==> src/rtl/id_ex_stage_pkg.sv <==
// Shared opcode/funct constants, ALUCtrl codes and decode bundle
// for the ID/EX stage and the ALU.
package id_ex_stage_pkg;

    typedef enum logic [3:0] {
        ALU_ADD  = 4'd0,
        ALU_ADDU = 4'd1,
        ALU_SUB  = 4'd2,
        ALU_SUBU = 4'd3,
        ALU_AND  = 4'd4,
        ALU_OR   = 4'd5,
        ALU_XOR  = 4'd6,
        ALU_NOR  = 4'd7,
        ALU_SLT  = 4'd8,
        ALU_SLTU = 4'd9,
        ALU_SLL  = 4'd10,
        ALU_SRL  = 4'd11,
        ALU_SRA  = 4'd12,
        ALU_SLLV = 4'd13,
        ALU_SRLV = 4'd14,
        ALU_SRAV = 4'd15
    } alu_op_e;

    typedef enum logic [1:0] {
        A_RS,
        A_RT,
        A_IMM
    } a_sel_e;

    typedef enum logic [2:0] {
        B_RT,
        B_RS,
        B_IMM,
        B_SHAMT,
        B_16
    } b_sel_e;

    typedef struct packed {
        alu_op_e op;
        logic    imm_zext;
        a_sel_e  a_sel;
        b_sel_e  b_sel;
        logic    dest_rd;
        logic    reg_write;
        logic    mem_read;
        logic    mem_write;
        logic    illegal;
    } dec_t;

    localparam logic [5:0] OP_RTYPE = 6'h00;
    localparam logic [5:0] OP_BEQ   = 6'h04;
    localparam logic [5:0] OP_ADDI  = 6'h08;
    localparam logic [5:0] OP_ADDIU = 6'h09;
    localparam logic [5:0] OP_SLTI  = 6'h0A;
    localparam logic [5:0] OP_SLTIU = 6'h0B;
    localparam logic [5:0] OP_ANDI  = 6'h0C;
    localparam logic [5:0] OP_ORI   = 6'h0D;
    localparam logic [5:0] OP_XORI  = 6'h0E;
    localparam logic [5:0] OP_LUI   = 6'h0F;
    localparam logic [5:0] OP_LW    = 6'h23;
    localparam logic [5:0] OP_SW    = 6'h2B;

    localparam logic [5:0] FN_SLL  = 6'h00;
    localparam logic [5:0] FN_SRL  = 6'h02;
    localparam logic [5:0] FN_SRA  = 6'h03;
    localparam logic [5:0] FN_SLLV = 6'h04;
    localparam logic [5:0] FN_SRLV = 6'h06;
    localparam logic [5:0] FN_SRAV = 6'h07;
    localparam logic [5:0] FN_ADD  = 6'h20;
    localparam logic [5:0] FN_ADDU = 6'h21;
    localparam logic [5:0] FN_SUB  = 6'h22;
    localparam logic [5:0] FN_SUBU = 6'h23;
    localparam logic [5:0] FN_AND  = 6'h24;
    localparam logic [5:0] FN_OR   = 6'h25;
    localparam logic [5:0] FN_XOR  = 6'h26;
    localparam logic [5:0] FN_NOR  = 6'h27;
    localparam logic [5:0] FN_SLT  = 6'h2A;
    localparam logic [5:0] FN_SLTU = 6'h2B;

endpackage

==> src/rtl/alu_ctrl_dec.sv <==
// Combinational opcode/funct decode into ALUCtrl, operand
// selects, destination select and memory/write-back controls.
module alu_ctrl_dec
    import id_ex_stage_pkg::*;
(
    input  logic [5:0] opcode_i,
    input  logic [5:0] funct_i,
    output dec_t       dec_o
);

    always_comb begin
        dec_o           = '0;
        dec_o.op        = ALU_ADD;
        dec_o.a_sel     = A_RS;
        dec_o.b_sel     = B_RT;
        if (opcode_i == OP_RTYPE) begin
            dec_o.dest_rd   = 1'b1;
            dec_o.reg_write = 1'b1;
            unique case (funct_i)
                FN_ADD:  dec_o.op = ALU_ADD;
                FN_ADDU: dec_o.op = ALU_ADDU;
                FN_SUB:  dec_o.op = ALU_SUB;
                FN_SUBU: dec_o.op = ALU_SUBU;
                FN_AND:  dec_o.op = ALU_AND;
                FN_OR:   dec_o.op = ALU_OR;
                FN_XOR:  dec_o.op = ALU_XOR;
                FN_NOR:  dec_o.op = ALU_NOR;
                FN_SLT:  dec_o.op = ALU_SLT;
                FN_SLTU: dec_o.op = ALU_SLTU;
                FN_SLL, FN_SRL, FN_SRA: begin
                    dec_o.a_sel = A_RT;
                    dec_o.b_sel = B_SHAMT;
                    dec_o.op    = (funct_i == FN_SLL) ? ALU_SLL :
                                  (funct_i == FN_SRL) ? ALU_SRL : ALU_SRA;
                end
                FN_SLLV, FN_SRLV, FN_SRAV: begin
                    dec_o.a_sel = A_RT;
                    dec_o.b_sel = B_RS;
                    dec_o.op    = (funct_i == FN_SLLV) ? ALU_SLLV :
                                  (funct_i == FN_SRLV) ? ALU_SRLV : ALU_SRAV;
                end
                default: begin
                    dec_o.illegal   = 1'b1;
                    dec_o.reg_write = 1'b0;
                end
            endcase
        end else begin
            dec_o.b_sel     = B_IMM;
            dec_o.reg_write = 1'b1;
            unique case (opcode_i)
                OP_ADDI:  dec_o.op = ALU_ADD;
                OP_ADDIU: dec_o.op = ALU_ADDU;
                OP_SLTI:  dec_o.op = ALU_SLT;
                OP_SLTIU: dec_o.op = ALU_SLTU;
                OP_ANDI, OP_ORI, OP_XORI: begin
                    dec_o.imm_zext = 1'b1;
                    dec_o.op       = (opcode_i == OP_ANDI) ? ALU_AND :
                                     (opcode_i == OP_ORI)  ? ALU_OR : ALU_XOR;
                end
                OP_LUI: begin
                    dec_o.imm_zext = 1'b1;
                    dec_o.op       = ALU_SLL;
                    dec_o.a_sel    = A_IMM;
                    dec_o.b_sel    = B_16;
                end
                OP_LW: begin
                    dec_o.op       = ALU_ADDU;
                    dec_o.mem_read = 1'b1;
                end
                OP_SW: begin
                    dec_o.op        = ALU_ADDU;
                    dec_o.mem_write = 1'b1;
                    dec_o.reg_write = 1'b0;
                end
                OP_BEQ: begin
                    dec_o.op        = ALU_SUB;
                    dec_o.b_sel     = B_RT;
                    dec_o.reg_write = 1'b0;
                end
                default: begin
                    dec_o.illegal   = 1'b1;
                    dec_o.b_sel     = B_RT;
                    dec_o.reg_write = 1'b0;
                end
            endcase
        end
    end

endmodule

==> src/rtl/id_ex_stage.sv <==
// ID/EX pipeline register with ALUCtrl decode, load-use bubble
// insertion and MEM/WB operand forwarding into the ALU inputs.
module id_ex_stage
    import id_ex_stage_pkg::*;
#(
    parameter int DATA_W = 32,
    parameter int REG_W  = 5
) (
    input  logic              clk,
    input  logic              reset,
    input  logic              stall,
    input  logic              flush,
    input  logic              id_valid,
    input  logic [5:0]        id_opcode,
    input  logic [5:0]        id_funct,
    input  logic [REG_W-1:0]  id_rs,
    input  logic [REG_W-1:0]  id_rt,
    input  logic [REG_W-1:0]  id_rd,
    input  logic [4:0]        id_shamt,
    input  logic [DATA_W-1:0] id_rs_data,
    input  logic [DATA_W-1:0] id_rt_data,
    input  logic [15:0]       id_imm,
    input  logic              mem_fwd_we,
    input  logic              wb_fwd_we,
    input  logic [REG_W-1:0]  mem_fwd_rd,
    input  logic [REG_W-1:0]  wb_fwd_rd,
    input  logic [DATA_W-1:0] mem_fwd_data,
    input  logic [DATA_W-1:0] wb_fwd_data,
    output logic              load_use_stall,
    output logic              ex_valid,
    output logic [DATA_W-1:0] ex_a,
    output logic [DATA_W-1:0] ex_b,
    output logic [3:0]        ex_alu_ctrl,
    output logic [DATA_W-1:0] ex_store_data,
    output logic [REG_W-1:0]  ex_dest,
    output logic              ex_reg_write,
    output logic              ex_mem_read,
    output logic              ex_mem_write,
    output logic              ex_illegal
);

    typedef struct packed {
        logic              valid;
        alu_op_e           op;
        a_sel_e            a_sel;
        b_sel_e            b_sel;
        logic [REG_W-1:0]  rs;
        logic [REG_W-1:0]  rt;
        logic [REG_W-1:0]  dest;
        logic [4:0]        shamt;
        logic [DATA_W-1:0] rs_data;
        logic [DATA_W-1:0] rt_data;
        logic [DATA_W-1:0] imm;
        logic              reg_write;
        logic              mem_read;
        logic              mem_write;
        logic              illegal;
    } ex_t;

    dec_t              dec;
    ex_t               ex_q, ex_d;
    logic [REG_W-1:0]  id_dest;
    logic [DATA_W-1:0] rs_fwd, rt_fwd;

    alu_ctrl_dec u_dec (
        .opcode_i (id_opcode),
        .funct_i  (id_funct),
        .dec_o    (dec)
    );

    assign id_dest = dec.dest_rd ? id_rd : id_rt;

    assign load_use_stall = !reset && ex_q.valid && ex_q.mem_read &&
                            (ex_q.dest != '0) && id_valid &&
                            (id_rs == ex_q.dest || id_rt == ex_q.dest);

    always_comb begin
        ex_d = ex_q;
        if (flush || (!stall && load_use_stall)) begin
            ex_d.valid     = 1'b0;
            ex_d.reg_write = 1'b0;
            ex_d.mem_read  = 1'b0;
            ex_d.mem_write = 1'b0;
            ex_d.illegal   = 1'b0;
        end else if (!stall) begin
            ex_d.valid     = id_valid;
            ex_d.op        = dec.op;
            ex_d.a_sel     = dec.a_sel;
            ex_d.b_sel     = dec.b_sel;
            ex_d.rs        = id_rs;
            ex_d.rt        = id_rt;
            ex_d.dest      = id_dest;
            ex_d.shamt     = id_shamt;
            ex_d.rs_data   = id_rs_data;
            ex_d.rt_data   = id_rt_data;
            ex_d.imm       = dec.imm_zext ?
                             {{(DATA_W-16){1'b0}}, id_imm} :
                             {{(DATA_W-16){id_imm[15]}}, id_imm};
            ex_d.reg_write = id_valid && dec.reg_write && (id_dest != '0);
            ex_d.mem_read  = id_valid && dec.mem_read;
            ex_d.mem_write = id_valid && dec.mem_write;
            ex_d.illegal   = id_valid && dec.illegal;
        end
    end

    always_ff @(posedge clk) begin
        if (reset) ex_q <= '0;
        else       ex_q <= ex_d;
    end

    // MEM beats WB; r0 is never a forwarding source.
    assign rs_fwd =
        (mem_fwd_we && mem_fwd_rd != '0 && mem_fwd_rd == ex_q.rs) ? mem_fwd_data :
        (wb_fwd_we  && wb_fwd_rd  != '0 && wb_fwd_rd  == ex_q.rs) ? wb_fwd_data  :
        ex_q.rs_data;
    assign rt_fwd =
        (mem_fwd_we && mem_fwd_rd != '0 && mem_fwd_rd == ex_q.rt) ? mem_fwd_data :
        (wb_fwd_we  && wb_fwd_rd  != '0 && wb_fwd_rd  == ex_q.rt) ? wb_fwd_data  :
        ex_q.rt_data;

    always_comb begin
        unique case (ex_q.a_sel)
            A_RT:    ex_a = rt_fwd;
            A_IMM:   ex_a = ex_q.imm;
            default: ex_a = rs_fwd;
        endcase
        unique case (ex_q.b_sel)
            B_RS:    ex_b = rs_fwd;
            B_IMM:   ex_b = ex_q.imm;
            B_SHAMT: ex_b = DATA_W'(ex_q.shamt);
            B_16:    ex_b = DATA_W'(16);
            default: ex_b = rt_fwd;
        endcase
    end

    assign ex_valid      = ex_q.valid;
    assign ex_alu_ctrl   = ex_q.op;
    assign ex_store_data = rt_fwd;
    assign ex_dest       = ex_q.dest;
    assign ex_reg_write  = ex_q.reg_write;
    assign ex_mem_read   = ex_q.mem_read;
    assign ex_mem_write  = ex_q.mem_write;
    assign ex_illegal    = ex_q.illegal;

endmodule

==> config.mk <==
export PLATFORM = sky130hd
export DESIGN_NAME = id_ex_stage
export DESIGN_NICKNAME = d
export VERILOG_FILES = /design/src/rtl/id_ex_stage_pkg.sv /design/src/rtl/alu_ctrl_dec.sv /design/src/rtl/id_ex_stage.sv
export SDC_FILE = /design/constraint.sdc
export NUM_CORES = 1
export LEC_CHECK = 0
export CORE_ASPECT_RATIO = 1.1
export CORE_MARGIN = 4
export CORE_UTILIZATION = 45
export DETAILED_ROUTE_END_ITERATION = 12
export GPL_TIMING_DRIVEN = 0
export HOLD_SLACK_MARGIN = 0.05
export PLACE_DENSITY = 0.82
export RECOVER_POWER = 25
export SYNTH_ARGS = -nofsm -noshare
export SYNTH_HDL_FRONTEND = slang
export SYNTH_SLANG_ARGS = --single-unit
==> constraint.sdc <==
create_clock -name clk -period 5.7 [get_ports clk]
set_clock_uncertainty 0.1 [all_clocks]
set_input_delay 1.14 -clock clk [delete_from_list [all_inputs] [get_ports clk]]
set_output_delay 1.14 -clock clk [all_outputs]
set_load 0.005 [all_outputs]
## Word level (Yosys, flattened, before mapping)

Index checks and enable logic that the tools add are counted.

- Output and inout bits: 111
- Logic and storage cells: 126
- Bits of input ports: 193
- Flip-flop bits (word level): 130

- Bitwise gates (word level): 2
- Eq/ne operators: 38
- Multiplexer cells: 33
- Reductions and logical operators: 38

Operator list:

| operator | number |
|---|---|
| $mux W32 | 5 |
| $pmux W32 S4 | 1 |
| $eq A6 B6 Y1 const B | 12 |
| $pmux W32 S2 | 1 |
| $eq A6 B4 Y1 const B | 8 |
| $pmux W4 S11 | 1 |
| $eq A5 B5 Y1 | 6 |
| $eq A6 B3 Y1 const B | 4 |
| $pmux W4 S6 | 1 |
| $reduce_bool A5 Y1 | 4 |
| $reduce_or A9 Y1 | 2 |
| $logic_and A1 B1 Y1 | 17 |
| $mux W4 | 4 |
| $reduce_or A16 Y1 | 1 |
| $eq A6 B2 Y1 const B | 2 |
| $logic_not A6 Y1 | 2 |
| $mux W1 | 12 |
| $reduce_or A3 Y1 | 4 |
| $reduce_or A11 Y1 | 1 |
| $mux W5 | 2 |
| $pmux W4 S2 | 1 |
| $eq A3 B2 Y1 const B | 2 |
| $mux W2 | 3 |
| $pmux W3 S2 | 1 |
| other kinds (11) | 14 |

## Longest topological paths before layout

- Word-level depth: 10
- Mapped depth: 9

## By module

From an unflattened synthesis, not the netlist that was laid out.

- Cell total of the unflattened synthesis: 1,244
- Area total of the unflattened synthesis: 9,316.4 µm²

By module, submodules not included:

| module | times used | cells each | seq. area each (µm²) | area each (µm²) |
|---|---|---|---|---|
| id_ex_stage | 1 | 1,169 | 2,302.2 | 8,854.7 |
| alu_ctrl_dec | 1 | 75 | 0.0 | 461.7 |

## Worst setup path before layout

Ideal clock, no wire load.

- Kind: input port to output port
- From: input mem_fwd_rd[1]
- To: output ex_b[12]
- Slack: 1,549 ps
- Buffers on the path: 2
- Data arrival time: 2,911 ps
- Stages: 8
- Cell sequence: or4_1 > o211ai_2 > or2_1 > buf_6 > buf_12 > a31oi_2 > a22o_1 > a221o_1

- Longest elaborated chain between the ends: 5
- Elaborated cells between the ends (all ways): 9
- Those cells by class: eq/ne: 2; mux: 3; reduce/logical: 4

RTL lines:

| element | line | RTL |
|---|---|---|
| start, declared | id_ex_stage.sv:25 | `input logic [REG_W-1:0] mem_fwd_rd,` |
| $reduce_bool A5 Y1 | id_ex_stage.sv:117 | `(mem_fwd_we && mem_fwd_rd != '0 && mem_fwd_rd == ex_q.rt) ? mem_fwd_data :` |
| $logic_and A1 B1 Y1 | id_ex_stage.sv:117 |  |
| $logic_and A1 B1 Y1 (*) | id_ex_stage.sv:117 |  |
| $mux W32 (*) | id_ex_stage.sv:117 |  |
| named net ex_store_data[12] | id_ex_stage.sv:34 | `output logic [DATA_W-1:0] ex_store_data,` |
| $pmux W32 S4 (*) | id_ex_stage.sv:127 | `unique case (ex_q.b_sel)` |
| end, declared | id_ex_stage.sv:32 | `output logic [DATA_W-1:0] ex_b,` |

The timed path passes the listed nets; every way through them passes the cells marked *.

## Final worst setup path

- From: input wb_fwd_rd[2]
- To: output ex_b[15]

- Longest elaborated chain between the ends: 6
- Elaborated cells between the ends (all ways): 11
- Those cells by class: eq/ne: 2; mux: 5; reduce/logical: 4

RTL lines:

| element | line | RTL |
|---|---|---|
| start, declared | id_ex_stage.sv:26 | `input logic [REG_W-1:0] wb_fwd_rd,` |
| $reduce_bool A5 Y1 | id_ex_stage.sv:114, id_ex_stage.sv:118 |  |
| $logic_and A1 B1 Y1 | id_ex_stage.sv:114, id_ex_stage.sv:118 |  |
| $logic_and A1 B1 Y1 (on tied branches) | id_ex_stage.sv:118, id_ex_stage.sv:114 |  |
| $mux W32 (on tied branches) | id_ex_stage.sv:118, id_ex_stage.sv:114 |  |
| $mux W32 (on tied branches) | id_ex_stage.sv:117, id_ex_stage.sv:113 |  |
| $pmux W32 S4 (*) | id_ex_stage.sv:127 |  |

Mark *: on every way between the ends. The rest lies on a longest branch, timed or not.

==> results.md <==
- Of the available clock period, the critical path in the final layout requires 0.980.
- A synthesized cell averages 7.17 um2.
- The power after layout is 2570 uW.
- The first detailed-routing pass took 8 iterations.
- Dividing the detail-routed via count by the number of cells gives 6.07.
- Data arrives at the worst endpoint at 4.34 ns.
- Entering global routing, the biggest net connects 17 pins.
- The fraction of synthesis flops using an asynchronous set or reset pin is 0.
- The I/O pin count is 304.
- The category of the worst setup path launch point is an input pin.
- The number of global-route vias before repair came to 9863.
- The slack of the worst reg-to-reg path is 2.60 ns.
- The routed length per placed instance is 22.8 um.
- The number of nets in the synthesized netlist is 1315.
- Headroom to the max-slew limit came out at 0.141.
- For this run, the post-layout net count is 1634.
- Derived from the worst setup path, the maximum achievable clock frequency is 179 MHz.
- The most used flip-flop cell after synthesis is dfxtp_1.
- The leakage power is 0.00419 uW.
- The total die area is 20100 um2.
- The total routed wirelength is 38500 um.
- The number of instances in the synthesized netlist is 1120.
- After filler insertion, the fill cell instance count of the layout stands at 1506.
- The height of the chip is 148 um.
- The kind of end point of the critical path is a primary output.
- The initial utilization of the core area, before any placement, comes to 0.465.
- The share of synthesized area in the top cell type comes to 0.284.
- Input and output buffers added on the ports amount to 300.
- The count of cell types in the netlist is 68.
- The share of post-route cells with drive strength above 1 is 0.0599.
- Across the run, the number of max-cap violations was 0.
- The core region area is 17300 um2.
- The worst-case hold path end point is ex_q[80].
- The die width is 135 um.
- The post-CTS setup buffer count is 0.
- The tree built by TritonCTS fans out to 114 sinks.
- The hold violation total from the final report is 0.
- For the worst flop-to-flop path, the logic depth is 7.
- The number of vias in the routed layout is 10234.
- Summed over all layers, the global routing overflow is 0.
- The flop and latch count out of synthesis is 114.
- The number of design-rule violations left by the first detailed-router iteration is 1229.
- The post-detailed-placement half-perimeter wirelength is 29800 um.
- The clock tree from TritonCTS is done.
- The depth of the CTS H-tree is 4.
- For the worst setup path, the data required time is 4.46 ns.
- The congestion estimate from routability-driven global placement came to 1.03.
- The worst-case IR drop observed on VDD is 0.211 mV.
- The total DRC errors in the routed layout is 0.
- By area the synthesized netlist is led by dfxtp_1 28%, a21oi_1 11%, nand2_1 11%.
- The startpoint identified for the worst hold timing path is ex_q[80].
- The global-route wire length before repair is 57600 um.
- The worst hold margin is 0.354 ns.
- The leading area contributor after synthesis is dfxtp_1.
- The post-synthesis instance area is 8030 um2.
- The commonest non-fill, non-tap cell in the layout is clkdlybuf4s50_1.
- The clock-pin slew reported for the worst setup and hold paths after clock tree synthesis is 0.06 ns.
- Setup repair after global routing could not meet its margin everywhere.
- The number of hold buffers added after cts is 0.
- The measured slew at the worst slew-check pin is 1.28 ns.
- The flow ran to the end, and the final reports show no timing, DRC or antenna violations.
- The class of the tightest hold or removal check is flop to flop.
- Buffers inserted during clock tree synthesis total 17.
- The worst reg2reg path endpoint is ex_q[79].
- The critical path class is input pin to primary output.
- The CTS root buffer is clkbuf_16.
- The floorplan row count is 50.
- Yosys printed 0 warnings.
- The final number of setup-violating endpoints is 0.
- The buffer levels on the longest clock path is 2.
- The worst hold path was traced through 2 stages.
- The worst reg2reg path startpoint is ex_dest[0].
- Relative to the synthesized area, the layout overhead comes to 48.5%.
- The number of nets with antenna violations after detailed routing is 0.
- The initial antenna violation count is 1.
- In this run the worst path has a maximum fanout of 10.
- The count of flip-flops with a built-in enable after synthesis is 0.
- Counting I/O delays and the setup requirement, the final critical path takes 5.58 ns.
- The number of slew-limit violations in the final report is 0.
- The all-layer global routing usage is 0.371.
- For this design the ratio of total power to cell area is 215 nW/um2.
- The sequential fraction of the synthesis area is 0.284.
- In the layout the commonest cells are 289 x clkdlybuf4s50_1, 237 x nand2_1, 180 x a21oi_1, 114 x dfxtp_1, 77 x nor2_1.
- Clock latency on the worst-skew pair, taken at its later pin, is 0.42 ns.
sequential cells by signal, indices dropped and copies added (netlist names):
signal	cells
ex_dest	5
ex_mem_read	1
ex_mem_write	1
ex_reg_write	1
ex_q	100
ex_illegal	1
ex_alu_ctrl	4
ex_valid	1
cell type report:
type / instances / area, um2 / area share
clock buffer: 19 / 433 / 0.0363
inverter: 11 / 41.3 / 0.00346
multi-input combinational: 887 / 5170 / 0.434
timing repair buffer: 300 / 3000 / 0.252
sequential: 114 / 2280 / 0.191
antenna: 1 / 2.50 / 0.000210
tap: 234 / 293 / 0.0246
buffer: 108 / 542 / 0.0454
clock inverter: 13 / 155 / 0.0130
metal layers:
metal	vias to the layer above	share of wire	track usage
met5	-	0	0
met4	0	0.051	0.164
met3	140	0.11	0.0809
met2	699	0.47	0.611
met1	4748	0.38	0.466
li1	4647	-	-
power by group:
part	internal [uW]	switching (uW)	leakage (uW)
sequential	833	29.6	0.000932
clock	652	423	0.000276
combinational	330	300	0.00298
total	1810	752	0.00419
worst max path at each step:
| stage | startpoint | end | slack [ns] | cells past startpoint |
|---|---|---|---|---|
| after floorplan | mem_fwd_rd[1] | ex_b[12] | 1.55 | 8 |
| after global placement | wb_fwd_rd[2] | ex_b[0] | 0.04 | 10 |
| after detailed placement | wb_fwd_rd[2] | ex_b[0] | 0.06 | 10 |
| after CTS | wb_fwd_rd[2] | ex_b[0] | 0.05 | 10 |
| after global routing | wb_fwd_rd[2] | ex_b[0] | -0.02 | 10 |
| final | wb_fwd_rd[2] | ex_b[15] | 0.12 | 10 |
repair_timing:
item | CTS | global route
endpoints found under the setup margin | 0 | 13
resized for setup | 0 | 8
endpoints found under the hold margin | 0 | 0
logic make-up (layout without fill, tap and decap cells):
logic type	Yosys count	after routing	synth area share
fa+ha+maj	2	2	0.00312
buf+inv	119	451	0.0714
flops	114	114	0.284
mux	55	55	0.0690
compound gates	390	390	0.312
other cells	0	1	0
xor+xnor	30	30	0.0327
simple gates	410	410	0.227
critical path, cell delays in order:
cell	delay, ns
clkdlybuf4s50_1	0.56
xnor2_1	0.16
nand2_1	0.18
clkbuf_1	0.25
buf_2	0.24
o31ai_1	0.47
a31oi_2	0.25
a22o_1	0.28
a221o_1	0.33
clkdlybuf4s50_1	0.47
Yosys cell counts (10+ instances only):
library cell / instances
o21a_1: 11
buf_2: 20
a221oi_1: 13
nor3b_1: 10
mux2i_1: 52
o211a_1: 16
buf_4: 16
o22a_1: 20
nand3_1: 22
o31ai_1: 11
a21oi_1: 180
xnor2_1: 27
nand2_1: 237
a211oi_1: 21
inv_1: 10
nor2_1: 77
nor3_1: 18
a31oi_1: 10
a221o_1: 16
clkbuf_1: 63
a22o_1: 11
a21boi_0: 11
o21ai_0: 50
dfxtp_1: 114
metrics by stage:
step	instance area [um2]	setup TNS [ns]	util	std cells	setup WS, ns
after floorplan	8030	0	-	1120	1.55
after global placement	11300	0	0.656	1654	0.0394
after detailed placement	11300	0	0.656	1654	0.0625
after CTS	11900	0	0.690	1686	0.0501
after global routing	11900	-0.0172	0.691	1687	-0.0172
final	11900	0	0.691	1687	0.116
Power figures use the tool's default switching activity.
